$ cat config.mk
export PLATFORM = sky130hd
export DESIGN_NAME = dmem_dump_engine
export DESIGN_NICKNAME = d
export VERILOG_FILES = /design/src/rtl/carp_dbg_pkg.sv /design/src/rtl/dump_fifo2.sv /design/src/rtl/dmem_dump_engine.sv
export SDC_FILE = /design/constraint.sdc
export NUM_CORES = 1
export LEC_CHECK = 0
export ABC_AREA = 1
export BUFFER_PORTS_ARGS = -buffer_cell sky130_fd_sc_hd__buf_2
export CORE_ASPECT_RATIO = 0.5
export CORE_MARGIN = 3
export CORE_UTILIZATION = 61
export CTS_CLUSTER_DIAMETER = 120
export DETAILED_ROUTE_END_ITERATION = 16
export PLACE_DENSITY = 0.93
export SYNTH_ARGS = -nofsm -noshare
export SYNTH_HDL_FRONTEND = slang
export SYNTH_SLANG_ARGS = --single-unit
$ cat constraint.sdc
create_clock -name CLK -period 7 [get_ports CLK]
set_clock_uncertainty 0.2 [all_clocks]
set_input_delay 1.4 -clock CLK [delete_from_list [all_inputs] [get_ports CLK]]
set_output_delay 1.4 -clock CLK [all_outputs]
set_load 0.02 [all_outputs]
$ cat src/rtl/carp_dbg_pkg.sv
// Shared types and default widths for the CARP/EEL data-memory dump engine.
package carp_dbg_pkg;

    localparam int unsigned DEF_ADDR_W = 14;
    localparam int unsigned DEF_DATA_W = 32;

    typedef enum logic [1:0] {
        IDLE,
        RUN,
        DRAIN,
        FIN
    } dump_state_e;

    typedef struct packed {
        logic [DEF_ADDR_W-1:0] addr;
        logic [DEF_DATA_W-1:0] data;
    } dump_word_t;

endpackage

$ cat src/rtl/dump_fifo2.sv
// Two-entry FIFO holding {addr, data} words between the memory read and the stream port.
module dump_fifo2
    import carp_dbg_pkg::*;
(
    input  logic       clk,
    input  logic       rst_n,
    input  logic       push,
    input  dump_word_t push_data,
    input  logic       pop,
    output dump_word_t pop_data,
    output logic       full,
    output logic       empty,
    output logic [1:0] count
);

    dump_word_t mem_q [2];
    logic       wr_ptr_q;
    logic       rd_ptr_q;
    logic [1:0] count_q;
    logic       do_push;
    logic       do_pop;

    assign do_pop  = pop && (count_q != 2'd0);
    // A push into a full FIFO is only legal when the head leaves the same cycle.
    assign do_push = push && ((count_q != 2'd2) || do_pop);

    always_ff @(posedge clk or negedge rst_n) begin
        if (!rst_n) begin
            mem_q[0] <= '0;
            mem_q[1] <= '0;
            wr_ptr_q <= 1'b0;
            rd_ptr_q <= 1'b0;
            count_q  <= 2'd0;
        end else begin
            if (do_push) begin
                mem_q[wr_ptr_q] <= push_data;
                wr_ptr_q        <= ~wr_ptr_q;
            end
            if (do_pop) begin
                rd_ptr_q <= ~rd_ptr_q;
            end
            case ({do_push, do_pop})
                2'b10:   count_q <= count_q + 2'd1;
                2'b01:   count_q <= count_q - 2'd1;
                default: count_q <= count_q;
            endcase
        end
    end

    assign pop_data = mem_q[rd_ptr_q];
    assign full     = (count_q == 2'd2);
    assign empty    = (count_q == 2'd0);
    assign count    = count_q;

endmodule

$ cat src/rtl/dmem_dump_engine.sv
// Dumps a window of DATA_MEMORY words as {addr, data} over valid/ready while holding the core.
module dmem_dump_engine
    import carp_dbg_pkg::*;
#(
    parameter int unsigned ADDR_W     = DEF_ADDR_W,
    parameter int unsigned DATA_W     = DEF_DATA_W,
    parameter int unsigned FIFO_DEPTH = 2
) (
    input  logic              CLK,
    input  logic              RST,
    input  logic              start,
    input  logic [ADDR_W-1:0] base_addr,
    input  logic [ADDR_W:0]   word_count,
    output logic              busy,
    output logic              done,
    output logic              core_hold,
    output logic              mem_rd_en,
    output logic [ADDR_W-1:0] mem_addr,
    input  logic [DATA_W-1:0] mem_rdata,
    output logic              out_valid,
    input  logic              out_ready,
    output logic [ADDR_W-1:0] out_addr,
    output logic [DATA_W-1:0] out_data
);

    localparam logic [ADDR_W:0] MAX_COUNT = {1'b1, {ADDR_W{1'b0}}};

    dump_state_e       state_q, state_d;
    logic [ADDR_W-1:0] base_q;
    logic [ADDR_W:0]   count_q;
    logic [ADDR_W:0]   issued_q;
    logic              inflight_q;
    logic [ADDR_W-1:0] inflight_addr_q;
    logic [ADDR_W:0]   clamped_count;
    logic              pop;
    logic              credit_ok;
    logic              fifo_full;
    logic              fifo_empty;
    logic [1:0]        fifo_count;
    dump_word_t        fifo_in;
    dump_word_t        fifo_head;

    assign clamped_count = (word_count > MAX_COUNT) ? MAX_COUNT : word_count;
    assign pop           = out_valid && out_ready;
    // Reserve a slot for every read whose data has not yet landed in the FIFO.
    assign credit_ok     = ({1'b0, fifo_count} + {2'b0, inflight_q} + 3'd1)
                           <= (3'(FIFO_DEPTH) + {2'b0, pop});
    assign mem_addr      = base_q + issued_q[ADDR_W-1:0];

    always_ff @(posedge CLK or negedge RST) begin
        if (!RST) begin
            state_q <= IDLE;
        end else begin
            state_q <= state_d;
        end
    end

    always_comb begin
        state_d = state_q;
        case (state_q)
            IDLE:    if (start) state_d = (clamped_count == '0) ? FIN : RUN;
            RUN:     if (issued_q == count_q) state_d = DRAIN;
            DRAIN:   if (!inflight_q && (fifo_empty || (fifo_count == 2'd1 && pop))) begin
                         state_d = FIN;
                     end
            FIN:     state_d = IDLE;
            default: state_d = IDLE;
        endcase
    end

    always_comb begin
        busy      = (state_q != IDLE);
        core_hold = busy;
        done      = (state_q == FIN);
        mem_rd_en = (state_q == RUN) && (issued_q < count_q) && credit_ok;
    end

    always_ff @(posedge CLK or negedge RST) begin
        if (!RST) begin
            base_q          <= '0;
            count_q         <= '0;
            issued_q        <= '0;
            inflight_q      <= 1'b0;
            inflight_addr_q <= '0;
        end else begin
            if (state_q == IDLE && start) begin
                base_q   <= base_addr;
                count_q  <= clamped_count;
                issued_q <= '0;
            end else if (mem_rd_en) begin
                issued_q <= issued_q + 1'b1;
            end
            inflight_q <= mem_rd_en;
            if (mem_rd_en) begin
                inflight_addr_q <= mem_addr;
            end
        end
    end

    assign fifo_in = '{addr: inflight_addr_q, data: mem_rdata};

    dump_fifo2 u_fifo (
        .clk       (CLK),
        .rst_n     (RST),
        .push      (inflight_q),
        .push_data (fifo_in),
        .pop       (pop),
        .pop_data  (fifo_head),
        .full      (fifo_full),
        .empty     (fifo_empty),
        .count     (fifo_count)
    );

    assign out_valid = !fifo_empty;
    assign out_addr  = out_valid ? fifo_head.addr : '0;
    assign out_data  = out_valid ? fifo_head.data : '0;

    a_no_overflow: assert property (@(posedge CLK) disable iff (!RST)
        !(fifo_full && inflight_q && !pop));

endmodule

==> summary.md <==
| Metric | Value |
|---|---|
| Simple-Gate Fraction of Synth Area | 24.7% |
| Cells after Synth | 1095 |
| Cts hold-fix bufs | 0 |
| Synth Area in XOR/XNOR | 1.84% |
| Clock buffer depth | 2 |
| First-pass GRT wire length | 36200 um |
| Most instantiated cells after synthesis | 296 x nand2_1, 157 x dfrtp_1, 128 x nor2_1 |
| GP Congestion | 0.910 |
| Setup Fix Bufs, Post-CTS | 0 |
| Avg Cell Area, Syn | 7.82 um2 |
| Area contributors post-synth | dfrtp_1 46%, nand2_1 13%, o21ai_0 6.7% |
| Drt drc | 0 |
| Yosys warns | 0 |
| Largest area contributor in the netlist | dfrtp_1 |
| Final hold viol count | 0 |
| Initial core utilization | 65.0% |
| Total of max-cap violations | 0 |
| Via Count | 7828 |
| Hold Path Class | reg2reg |
| # setup viols final | 0 |
| Drt first pass iters | 6 |
| Max-slew violation count | 0 |
| Routed Antenna Nets | 0 |
| Final HPWL DP | 13900 um |
| LEAKAGE | 5.37 nW |
| Post-Route M1 WL | 9170 um |
| Setup slack, reg-to-reg | 3770 ps |
| Root buffer cell | clkbuf_16 |
| Nets | 1304 |
| Clk pin slew, worst setup/hold paths | 70 ps |
| Count leader, synth | nand2_1 |
| Proportion of layout cells with a drive suffix above 1 | 17.4% |
| Pwr Density | 480 nW/um2 |
| Drt first-iter violations | 801 |
| Clock sink total | 157 |
| Total die area | 15600 um2 |
| WS Path Type | in2out |
| Vias in the first global route | 7627 |
| Number of H-tree levels | 4 |
| Area grow syn2layout | 15.1% |
| Post-synthesis mux area share | 0% |
| Via density | 5.61 |
| Seq/Total Area, Yosys | 45.9% |
| Status | completed |
| CTS Buf Count | 17 |
| Register bit total from synthesis | 157 |
| Initial antenna violation count | 0 |
| CP endpoint kind | output pin |
| Post-synth net total | 1202 |
| Synth top area share | 45.9% |
| Die height | 89.8 um |
| Mapped Area | 8560 um2 |
| TritonCTS clock tree | yes |
| Largest family of logic cells by synthesized area | simple AND/OR/NAND/NOR gates |
| GRT Residual Overflow | 0 |
| Worst slew pin tran | 1160 ps |
| Crit path time final | 5350 ps |
| Fmax | 187 MHz |
| Total GRT Usage | 28.1% |
| N_diodes | 0 |
| Post-Synth Adder-Cell Area | 6.23% |
| Crit path DAT | 3750 ps |
| Post-synth EDFFs | 0 |
| Worst hold margin | 281 ps |
| I/O Pins | 130 |
| Routed wl met3 | 1340 um |
| Die W | 174 um |
| Synth Area in Compound Gates | 12.5% |
| Critical path peak fanout | 34 |
| CP required | 5400 ps |
| Unrepaired setup endpoints after global routing | no |
| Final wirelength | 21700 um |
| CP Launch Type | input pin |
| Site Rows | 29 |
| Port-buffer cells | 129 |
| Core Region | 13200 um2 |
| Post-CTS sizing | 0 |
| Clk Latency, worst-skew pair | 430 ps |
| Drt wl/cell | 15.5 um |
| Async SR Flop Fraction | 100% |
| Post-route clock period utilization | 76.4% |
| Max VDD drop | 252 uV |
| Yosys cell types | 35 |
| Worst relative slew slack | 23.0% |
| DR top layer | met4 |
| Setup TNS | 0 ps |
| Top_reg_cell synth | dfrtp_1 |
| Routed wire length on met2 | 10500 um |
| Largest net degree at the start of global routing | 94 |
-- cell type report --
class                      instances  area (um2)
inverter                         124         465
fill                             944        3320
timing repair buffer             134         689
clock buffer                      17         425
multi-input combinational        763        3880
sequential                       157        3930
tap                              186         233
clock inverter                    14         224
-- final timing paths --
kind,start,endpoint,depth (start not counted)
hold / removal,u_fifo.mem_q[52],u_fifo.mem_q[52],2
min in group asynchronous,RST,count_q[2],1
setup reg to reg,u_fifo.count[1],inflight_addr_q[8],10
setup / recovery,out_ready,mem_rd_en,9
hold reg to reg,u_fifo.mem_q[52],u_fifo.mem_q[52],2
max in group asynchronous,RST,u_fifo.mem_q[24],2
-- registers in the layout, indices dropped and copies added (netlist names) --
| signal | cells |
|---|---|
| inflight_addr_q | 14 |
| base_q | 14 |
| u_fifo.wr_ptr_q | 1 |
| count_q | 15 |
| u_fifo.rd_ptr_q | 1 |
| issued_q | 15 |
| inflight_q | 1 |
| u_fifo.count | 2 |
| u_fifo.mem_q | 92 |
| state_q | 2 |
-- per-stage QoR --
step / std cells / power, mW / util (%) / area [um2] / setup WS, ps
floorplan: 1095 / 3.02 / - / 8560 / 2930
global route: 1395 / 5.05 / 74.8 / 9850 / 1510
global placement: 1364 / 3.55 / 69.9 / 9200 / 1840
detailed placement: 1364 / 3.65 / 69.9 / 9200 / 1780
finish: 1395 / 4.73 / 74.8 / 9850 / 1650
CTS: 1395 / 4.72 / 74.8 / 9850 / 1730
-- critical path, stage by stage --
cell,delay (ps)
buf_2,80
inv_1,50
nor2_1,220
ha_1,220
inv_1,60
a31oi_1,210
nand4_2,760
inv_2,500
buf_2,230
-- kinds of logic (layout without fill, tap and decap cells) --
group	after synthesis	in the layout
xor+xnor	18	18
compound gates	186	186
fa+ha+maj	42	42
flops	157	157
simple gates	517	517
buf+inv	175	289
-- layout by cell type (no fill, tap or decap), types with 2 or more instances in the layout --
cell and count:
nand2_1 296, dfrtp_1 157, nor2_1 128, buf_2 128
inv_1 121, o21ai_0 115, nand3_1 50, ha_1 41
o21ai_2 31, nand4_1 25, o21ai_1 17, clkbuf_16 17
a21oi_1 15, xor2_1 12, xnor2_1 6, nor3_1 5
buf_4 5, bufinv_16 4, inv_6 4, inv_8 4
or2_2 3, nand2_2 3, o21bai_1 3, inv_2 3
and2_1 2
-- metal layers --
layer  vias to the layer above  global-route usage, %
met3                        65                   5.01
met4                         0                   10.7
met2                       348                   47.0
li1                       3702                      -
met5                         -                      0
met1                      3713                   37.0
-- report_power, final --
part | internal (mW) | switching [mW]
sequential | 1.28 | 0.226
combinational | 0.702 | 1.49
clock | 0.613 | 0.417
No activity file was read; power rests on OpenSTA's default activity.
